## config.mk

```make
export PLATFORM = sky130hd
export DESIGN_NAME = stopwatch_ctrl
export DESIGN_NICKNAME = d
export VERILOG_FILES = /design/src/rtl/stopwatch_ctrl.sv
export SDC_FILE = /design/constraint.sdc
export NUM_CORES = 1
export LEC_CHECK = 0
export ABC_AREA = 1
export BUFFER_PORTS_ARGS = -buffer_cell sky130_fd_sc_hd__buf_2
export CAP_MARGIN = 20
export CORE_MARGIN = 4
export CORE_UTILIZATION = 25
export DETAILED_ROUTE_END_ITERATION = 10
export PLACE_DENSITY = 0.42
export SLEW_MARGIN = 20
export SYNTH_ARGS = -nofsm -noshare
export SYNTH_HDL_FRONTEND = slang
export SYNTH_SLANG_ARGS = --single-unit
```

## constraint.sdc

```tcl
create_clock -name clock -period 2.9 [get_ports clock]
set_input_delay 0.435 -clock clock [delete_from_list [all_inputs] [get_ports clock]]
set_output_delay 0.435 -clock clock [all_outputs]
set_load 0.01 [all_outputs]
```

## src/rtl/stopwatch_ctrl.sv

```systemverilog
// MM:SS stopwatch sequencer: run/pause/adjust modes over BCD counters,
// with blink-driven per-field blanking for the display mux.
module stopwatch_ctrl #(
  parameter int unsigned MIN_LIMIT = 99,
  parameter int unsigned SEC_LIMIT = 59
) (
  input  logic       clock,
  input  logic       reset,
  input  logic       tick_1hz,
  input  logic       tick_2hz,
  input  logic       tick_4hz,
  input  logic       pause_p,
  input  logic       clr_p,
  input  logic       adj,
  input  logic       sel,
  output logic [3:0] min_tens,
  output logic [3:0] min_ones,
  output logic [3:0] sec_tens,
  output logic [3:0] sec_ones,
  output logic       running,
  output logic       blank_min,
  output logic       blank_sec
);

  localparam int unsigned DIGIT_W = 4;
  localparam int unsigned FIELD_W = 2 * DIGIT_W;

  localparam logic [FIELD_W-1:0] MIN_LIM = {DIGIT_W'(MIN_LIMIT / 10), DIGIT_W'(MIN_LIMIT % 10)};
  localparam logic [FIELD_W-1:0] SEC_LIM = {DIGIT_W'(SEC_LIMIT / 10), DIGIT_W'(SEC_LIMIT % 10)};

  typedef enum logic [1:0] {
    ST_PAUSE = 2'd0,
    ST_RUN   = 2'd1,
    ST_ADJ   = 2'd2
  } state_t;

  state_t             state_q, state_d;
  logic [FIELD_W-1:0] min_q, min_d;
  logic [FIELD_W-1:0] sec_q, sec_d;
  logic               phase_q, phase_d;

  // Two-digit BCD increment that wraps to 00 after the field limit.
  function automatic logic [FIELD_W-1:0] bcd_inc(input logic [FIELD_W-1:0] v,
                                                 input logic [FIELD_W-1:0] lim);
    if (v == lim)
      return '0;
    else if (v[DIGIT_W-1:0] == DIGIT_W'(9))
      return {v[FIELD_W-1:DIGIT_W] + DIGIT_W'(1), DIGIT_W'(0)};
    else
      return {v[FIELD_W-1:DIGIT_W], v[DIGIT_W-1:0] + DIGIT_W'(1)};
  endfunction

  // Next-state/datapath: clear beats adjust beats per-mode behaviour.
  always_comb begin
    state_d = state_q;
    min_d   = min_q;
    sec_d   = sec_q;
    phase_d = phase_q;

    if (clr_p) begin
      min_d = '0;
      sec_d = '0;
      if (state_q == ST_RUN) state_d = ST_PAUSE;
    end else if (adj) begin
      if (state_q != ST_ADJ) begin
        state_d = ST_ADJ;
        phase_d = 1'b0;
      end else begin
        if (tick_2hz) begin
          if (sel) sec_d = bcd_inc(sec_q, SEC_LIM);
          else     min_d = bcd_inc(min_q, MIN_LIM);
        end
        if (tick_4hz) phase_d = ~phase_q;
      end
    end else begin
      case (state_q)
        ST_ADJ:   state_d = ST_PAUSE;
        ST_PAUSE: if (pause_p) state_d = ST_RUN;
        ST_RUN: begin
          // Increment lands before a same-cycle pause takes effect.
          if (tick_1hz) begin
            sec_d = bcd_inc(sec_q, SEC_LIM);
            if (sec_q == SEC_LIM) min_d = bcd_inc(min_q, MIN_LIM);
          end
          if (pause_p) state_d = ST_PAUSE;
        end
        default:  state_d = ST_PAUSE;
      endcase
    end
  end

  always_ff @(posedge clock or posedge reset) begin
    if (reset) begin
      state_q   <= ST_PAUSE;
      min_q     <= '0;
      sec_q     <= '0;
      phase_q   <= 1'b0;
      running   <= 1'b0;
      blank_min <= 1'b0;
      blank_sec <= 1'b0;
    end else begin
      state_q   <= state_d;
      min_q     <= min_d;
      sec_q     <= sec_d;
      phase_q   <= phase_d;
      running   <= (state_d == ST_RUN);
      blank_min <= (state_d == ST_ADJ) & ~sel & phase_d;
      blank_sec <= (state_d == ST_ADJ) &  sel & phase_d;
    end
  end

  assign min_tens = min_q[FIELD_W-1:DIGIT_W];
  assign min_ones = min_q[DIGIT_W-1:0];
  assign sec_tens = sec_q[FIELD_W-1:DIGIT_W];
  assign sec_ones = sec_q[DIGIT_W-1:0];

endmodule

```

Yosys cells after proc, flatten, opt, wreduce, memory -nomap -nowiden
Index checks and enable logic that the tools add are counted.

Bitwise gates (word level): 6. $add $sub $neg: 4. Reductions and logical operators: 6. Equal/unequal tests: 12. Mux-type cells: 30.

Operator list (number): $mux 8 (19); $add 4x1->4 const B (4); $mux 2 (6); $ne 3x3->1 const B (3); $reduce_bool 3->1 (3); $eq 4x4->1 const B (2); $eq 8x7->1 const B (1); $eq 8x8->1 const B (1); $reduce_and 6->1 (1); $reduce_and 5->1 (1); $and 1x1->1 (4); $eq 2x1->1 const B (2); $mux 1 (4); $pmux 2 s2 (1); $ne 3x2->1 const B (1); $eq 2x2->1 const B (1); $logic_not 2->1 (1); $ne 2x2->1 const B (1); $not 1->1 (2).

Register bits: 22. Word-level logic and storage cells: 65.

Depth between registers and ports, before layout
Gate-level depths: netlist of run 1.

Depth in word-level cells: 8. Gate-level depth with buffers: 9. Mapped depth without buffers: 9.

Worst setup path after synthesis of run 1
Ideal clock, no wire load.

Path type: reg2reg. Start point: register min_q[1]. End point: register min_q[1]. Arrival time: 1.300 ns. Period minus slack after synthesis: 1.376 ns. Stages on the path, launching flop included: 9. Setup time: 0.076 ns. Slack: 1.524 ns. Cell sequence: dfrtp_1 inv_1 ha_1 nand2_1 nor2_1 nor2_2 inv_1 or2_2 o21ai_1.

Word-level cells in the longest chain between the ends: 8. Elaborated cells between the ends (all ways): 13. Those cells by class: add/sub (1); eq/ne (2); mux (10).

Ends and longest elaborated chain: start, declared (RTL line 38) `logic [FIELD_W-1:0] min_q, min_d;`; start signal, assigned (RTL line 103) `min_q <= min_d;`; $add 4x1->4 / $eq 4x4->1 (equally long branches) (RTL line 50, 47); $mux 8 (RTL line 47) `else if (v[DIGIT_W-1:0] == DIGIT_W'(9))`; $mux 8 * (RTL line 45) `if (v == lim)`; $mux 8 (on tied branches) (RTL line 83, 70); $mux 8 (on tied branches) (RTL line 81, 69); $mux 8 (on tied branches) (RTL line 76, 65); $mux 8 * (RTL line 64) `end else if (adj) begin`; $mux 8 * (RTL line 60) `if (clr_p) begin`.

Mark *: on every way between the ends. The rest lies on a longest branch, timed or not. The select of a mux whose other input is x is not followed. A chain may end at the register's enable or synchronous reset.

Final worst setup path of run 1
Start point: register min_q[1]. End point: register min_q[4].

Word-level cells in the longest chain between the ends: 8. Elaborated cells between the ends (all ways): 12. Those cells by class: eq/ne (2); mux (10).

Ends and longest elaborated chain (RTL line): $eq 4x4->1 (47); $mux 8; $mux 8 * (45); $mux 8 (on tied branches) (83, 70); $mux 8 (on tied branches) (81, 69); $mux 8 (on tied branches) (76, 65); $mux 8 * (64); $mux 8 * (60).

Marks and branches as above.

==> run summary, run 1 <==
Status: completed
Slowest stage delay, CP: 0.44 ns
Post-Syn Instances: 178
Top-Level Pins: 28
Gpl congestion: 0.771
Cell Rows: 26
Slowest-stage cell, CP: dfrtp_1
# resized after CTS: 0
Gr ovfl total: 0
Core area: 5170 um^2
Critical path class: flip-flop to flip-flop
Horiz. Die Dim: 81.7 um
Ant diodes: 0
Root buf cell: clkbuf_8
Most frequent CP cell: nand2_1
Met3 wire len: 168 um
R2R Path Start: min_q[1]
Setup Fix Bufs, Post-CTS: 0
Register Area: 551 um^2
Commonest non-fill, non-tap cells in the layout: 48 x nand2_1, 27 x inv_1, 27 x buf_2, 22 x dfrtp_1, 19 x nand3_1
DR WL met2: 1.37 mm
Final TNS setup: 0 ns
DP HPWL: 2.32 mm
Reg2Reg Setup Slack: 1.40 ns
Final-stage net count: 224
Syn nets: 193
Clk Latency, worst-skew pair: 0.26 ns
Syn. warnings: 0
Final Hold Slack: 0.354 ns
Unique masters post-synth: 20
Top cell type's share of synthesized area: 40.5%
CTS hold repair buffers: 0
I/O Buffers: 27
Layout cells sized above 1: 22.6%
Dominant cell type by area after synthesis: dfrtp_1
Largest net degree at the start of global routing: 23
WL/cell: 11.0 um
Wl on met1: 1.51 mm
Slew @ Worst Pin: 0.906 ns
Final Max Slew Viols: 0
Clock slew seen by the registers of the worst setup and hold paths: 0.09 ns
Initial Util: 26.3%
Fillers: 569
Crit Reg-Reg Endpoint: min_q[4]
Worst VDD drop: 196 uV
Buffers & Inverters on Critical Path: 1
Top layer in use: met4
Hold Path Class: input pin to asynchronous set/reset pin
Worst rel slew slack: 39.5%
Iteration-0 DRC Markers: 25
TritonCTS clock tree: yes
Fin crit period: 1.50 ns
Pleak: 0.877 nW
Clk buf depth: 2
#FFs+latches synth: 22
Worst setup SP type: flip-flop
Critical-path cell list: inv_1 -> ha_1 -> nand2_1 -> nor2_1 -> nand2_1 -> nor2_1 -> nand4_1 -> nand2_1
Final Hold Viols: 0
Max frequency: 0.668 GHz
WL final: 3.06 mm
Crit path max-delay family: simple AND/OR/NAND/NOR gates
Worst setup EP type: flip-flop
Die Y: 81.7 um
R2R depth: 8
Critical path peak fanout: 6
Global-route wire length before repair: 5.17 mm
Clock sink count: 22
Avg Inst Size Synth: 7.63 um^2
Num CTS Buffers: 3
CP arrival: 1.70 ns
Crit path launch: min_q[1]
Critical Path RT: 3.10 ns
Area of the multi-input gates: 692 um^2
Detailed Routing Iterations Pass 1: 4
Max Cap Viol: 0
Top cells by area, synth: dfrtp_1 41%, nand2_1 13%, inv_1 7.5%
Clock skew: 0.00657 ns
Initial antenna violation count: 0
Die Area: 6680 um^2
Pwr Total: 732 uW
Final setup viols: 0
Area growth, synth to finish: 19.6%
Sequential element share of the synthesized area: 40.5%
DRC Markers: 0
Final ANT Viol Nets: 0
Vias in the first global route: 1060
RSZ-0062 raised after global routing: false
Vias post-DR: 1167
H-tree Lvls: 1
Gr usage total: 9.90%
Synthesized cell area: 1360 um^2
Levels on crit path: 8
Pwr dens: 451 nW/um^2
Commonest non-fill, non-tap cell in the layout: nand2_1
Period utilization: 51.6%
Via density: 4.20
==> layout make-up <==
cell class                 instances  area share (%)
clock buffer                       4            3.39
inverter                          28            6.47
multi-input combinational        127            42.6
sequential                        22            33.9
tap                               70            5.39
timing repair buffer              27            8.31
==> layer usage <==
layer  global-route usage, %  vias to the layer above
met2                    15.0                       18
met5                       0                        -
met3                    2.30                        2
met4                    2.49                        0
li1                        -                      633
met1                    14.1                      514
==> synth_stat cells, drive strengths merged <==
cell type,n
xor2,3
ha,6
nor3,4
nor2,16
o21bai,1
dfrtp,22
or2,2
inv,28
nand4,10
nand2,54
buf,1
nand3,20
o21ai,11
==> cells by family (layout without fill, tap and decap cells) <==
logic type      Yosys count  count (layout)  share of synthesized area, %
xor+xnor                  3               3                          1.93
fa+ha+maj                 6               6                          5.52
flops                    22              22                          40.5
simple gates            106             106                          38.9
buf+inv                  29              59                          8.56
compound gates           12              12                          4.60
==> metrics by stage <==
step	instance area, um^2	setup slack [ns]	utilization [%]	instances
2_1_floorplan	1360	1.52	-	178
3_3_place_gp	1570	1.37	30.4	274
3_5_place_dp	1570	1.35	30.4	274
4_1_cts	1630	1.37	31.4	278
5_1_grt	1630	1.23	31.4	278
6_report	1630	1.40	31.4	278
==> worst max path at each step <==
stage / endpoint / slack [ns]
2_1_floorplan: min_q[1] / 1.52
3_3_place_gp: min_q[5] / 1.37
3_5_place_dp: min_q[4] / 1.35
4_1_cts: min_q[4] / 1.37
5_1_grt: min_q[6] / 1.23
6_report: min_q[4] / 1.40
==> state kept, by name, indices dropped and copies added, names as in the netlist <==
signal,flops
min_q,8
sec_q,8
state_q,2
blank_min,1
blank_sec,1
phase_q,1
running,1
==> where the power goes <==
| group | total (mW) | leakage, nW | switching (mW) | internal [mW] |
|---|---|---|---|---|
| Combinational | 0.150 | 0.550 | 0.0951 | 0.0545 |
| Sequential | 0.359 | 0.299 | 0.0296 | 0.330 |
| Clock | 0.223 | 0.0288 | 0.102 | 0.121 |
| Total | 0.732 | 0.877 | 0.227 | 0.505 |
Power figures use the tool's default switching activity.
==> run 2, diff against run 1 <==
--- a/config.mk
+++ b/config.mk
@@ -5,7 +5,7 @@
 export SDC_FILE = /design/constraint.sdc
 export NUM_CORES = 1
 export LEC_CHECK = 0
-export ABC_AREA = 1
+export ABC_AREA = 0
 export BUFFER_PORTS_ARGS = -buffer_cell sky130_fd_sc_hd__buf_2
 export CAP_MARGIN = 20
 export CORE_MARGIN = 4
==> constraint.sdc (replaced) <==
create_clock -name clock -period 1.4 [get_ports clock]
set_input_delay 0.21 -clock clock [delete_from_list [all_inputs] [get_ports clock]]
set_output_delay 0.21 -clock clock [all_outputs]
set_load 0.01 [all_outputs]
==> run summary, run 2 <==
Initial Util: 26.5%
Post-synth top cells: 22 x dfrtp_1, 13 x nor2_1, 9 x nand2_1
Vias post-DR: 1330
Global-route wire length before repair: 6.18 mm
Top cells by area, synth: dfrtp_1 43%, ha_1 5.8%, nor2_1 3.8%
Placed instance area: 1840 um^2
Critical path peak fanout: 5
WL/cell: 13.8 um
#FFs+latches synth: 22
Ys async rst share: 100%
Commonest non-fill, non-tap cell in the layout: buf_4
Max Cap Viol: 0
Area growth, synth to finish: 62.7%
RSZ-0062 raised after global routing: true
Combinational share of power: 30.8%
Top cell type's share of synthesized area: 42.5%
Worst setup SP type: flip-flop
Max frequency: 0.584 GHz
Clk Latency, worst-skew pair: 0.27 ns
Worst setup EP type: flip-flop
Die Y: 80.0 um
Final Max Slew Viols: 0
DRC Markers: 0
Hold Path Class: input pin to flip-flop
Post-Layout Inst Area: 2110 um^2
DP HPWL: 2.84 mm
Top-Level Pins: 28
Final ANT Viol Nets: 0
Critical path class: flip-flop to flip-flop
Pleak: 1.01 nW
Core area: 4880 um^2
Die Area: 6400 um^2
Final setup viols: 15
Final core occ: 43.2%
Horiz. Die Dim: 80.0 um
R2R depth: 6
Hold Path Origin: sel
Largest net degree at the start of global routing: 23
Syn nets: 146
Status: finished, violations left
Avg Inst Size Synth: 9.89 um^2
I/O Buffers: 27
Crit path launch: sec_q[4]
WL final: 3.82 mm
H-tree Lvls: 1
Sw Ratio: 29.3%
Gr usage total: 12.3%
Gpl congestion: 0.790
Fillers: 510
Register Area: 552 um^2
Ys flop type: dfrtp_1
Period utilization: 122%
CP arrival: 1.86 ns
Dominant cell type by area after synthesis: dfrtp_1
Sequential element share of the synthesized area: 42.5%
Net Switching: 476 uW
Ant diodes: 0
Fin crit period: 1.71 ns
Failing checks: negative setup slack
Clock skew: 0.00744 ns
Worst rel slew slack: 70.6%
Gr ovfl total: 0
Layout cells sized above 1: 54.3%
Final setup margin: -0.313 ns
Hold-critical path endpoint: blank_min
Crit Reg-Reg Endpoint: min_q[4]
Slew @ Worst Pin: 0.439 ns
Clock sink count: 22
Iteration-0 DRC Markers: 24
Syn. warnings: 0
Flop pwr share: 43.5%
Commonest non-fill, non-tap cells in the layout: 44 x buf_4, 27 x buf_2, 21 x dfrtp_1, 11 x nor2_1, 9 x nand2_1
Final TNS setup: -3.30 ns
Worst VDD drop: 359 uV
TritonCTS clock tree: yes
Root buf cell: clkbuf_8
Reg2Reg Setup Slack: -0.31 ns
Vias in the first global route: 1386
Detailed Routing Iterations Pass 1: 3
Final Hold Viols: 0
Post-synth EDFFs: 0
Final-stage net count: 226
Unique masters post-synth: 44
Pwr dens: 772 nW/um^2
Most common cell in the synthesized netlist: dfrtp_1
Critical Path RT: 1.55 ns
Largest registers: min_q (8), sec_q (8), state_q (2)
Post-Syn Instances: 131
Synthesized cell area: 1290 um^2
R2R Path Start: sec_q[4]
Clk buf depth: 2
Num CTS Buffers: 3
Area of the multi-input gates: 833 um^2
Via density: 4.80
Clock power frac: 25.6%
Clock slew seen by the registers of the worst setup and hold paths: 0.09 ns
Cell Rows: 25
Initial antenna violation count: 0
Power Internal: 1.15 mW
Hold depth: 2
## run 2: cell type report
| cell class | instances | share of cell area [%] |
|---|---|---|
| multi-input cells | 97 | 39.5 |
| repair buffers | 79 | 26.7 |
| flip-flops and latches | 22 | 26.2 |
| well taps | 67 | 3.98 |
| clock buffers | 4 | 2.14 |
| inverters | 8 | 1.43 |
## run 2: per-layer routing
layer	part of all wire (%)	up-vias	track usage (%)
li1	-	652	-
met1	44	643	13.8
met2	50	25	21.4
met3	3.6	10	2.48
met4	2.3	0	6.93
met5	0	-	0
## run 2: critical path, cell delays in order (launching register included)
cell     delay (ns)
dfrtp_2        0.44
ha_4           0.16
and3b_2        0.22
nor3_2         0.30
nor3_4         0.12
buf_4          0.16
a22o_1         0.19
## run 2: timing repair
item / CTS / global route
gates resized for setup: 24 / 15
pin swaps: 9 / 9
buffers inserted: 7 / 2
endpoints found under the setup margin: 15 / 17
endpoints found under the hold margin: 22 / 0
hold buffers: 1 / 0
## run 2: per-stage QoR
stage / std cells / hold WS, ns / power, mW / setup slack (ns)
after floorplan: 131 / 0.199 / 0.936 / -0.342
after global placement: 264 / 0.265 / 1.13 / -0.278
after detailed placement: 264 / 0.273 / 1.14 / -0.317
after CTS: 275 / 0.162 / 1.62 / -0.302
after global routing: 277 / 0.175 / 1.72 / -0.411
final: 277 / 0.165 / 1.63 / -0.313
## run 2: cell families (layout without fill, tap and decap cells)
kind of cell / Yosys count / after routing / synth area share [%]
DFF: 22 / 22 / 42.5
muxes: 3 / 3 / 2.61
xor gates and xnor gates: 3 / 3 / 2.03
and+or+nand+nor: 59 / 59 / 26.5
adders and majority gates: 6 / 6 / 5.80
AOI/OAI and AO/OA: 26 / 26 / 15.4
buffers and inverters: 12 / 91 / 5.22
## run 2: how the worst max path moves through the flow
stage	depth (start not counted)	to	slack (ns)
2_1_floorplan	6	min_q[5]	-0.34
3_5_place_dp	7	min_q[0]	-0.32
4_1_cts	5	min_q[6]	-0.30
5_1_grt	7	min_q[6]	-0.41
3_3_place_gp	7	min_q[1]	-0.28
6_report	6	min_q[4]	-0.31
## run 2: power groups by stage
| stage | Combinational, mW | Clock, mW | Sequential [mW] |
|---|---|---|---|
| final | 0.501 | 0.417 | 0.708 |
| after global routing | 0.548 | 0.460 | 0.717 |
| after global placement | 0.411 | 0 | 0.719 |
| after CTS | 0.477 | 0.436 | 0.710 |
| after floorplan | 0.177 | 0 | 0.758 |
| after detailed placement | 0.419 | 0 | 0.722 |
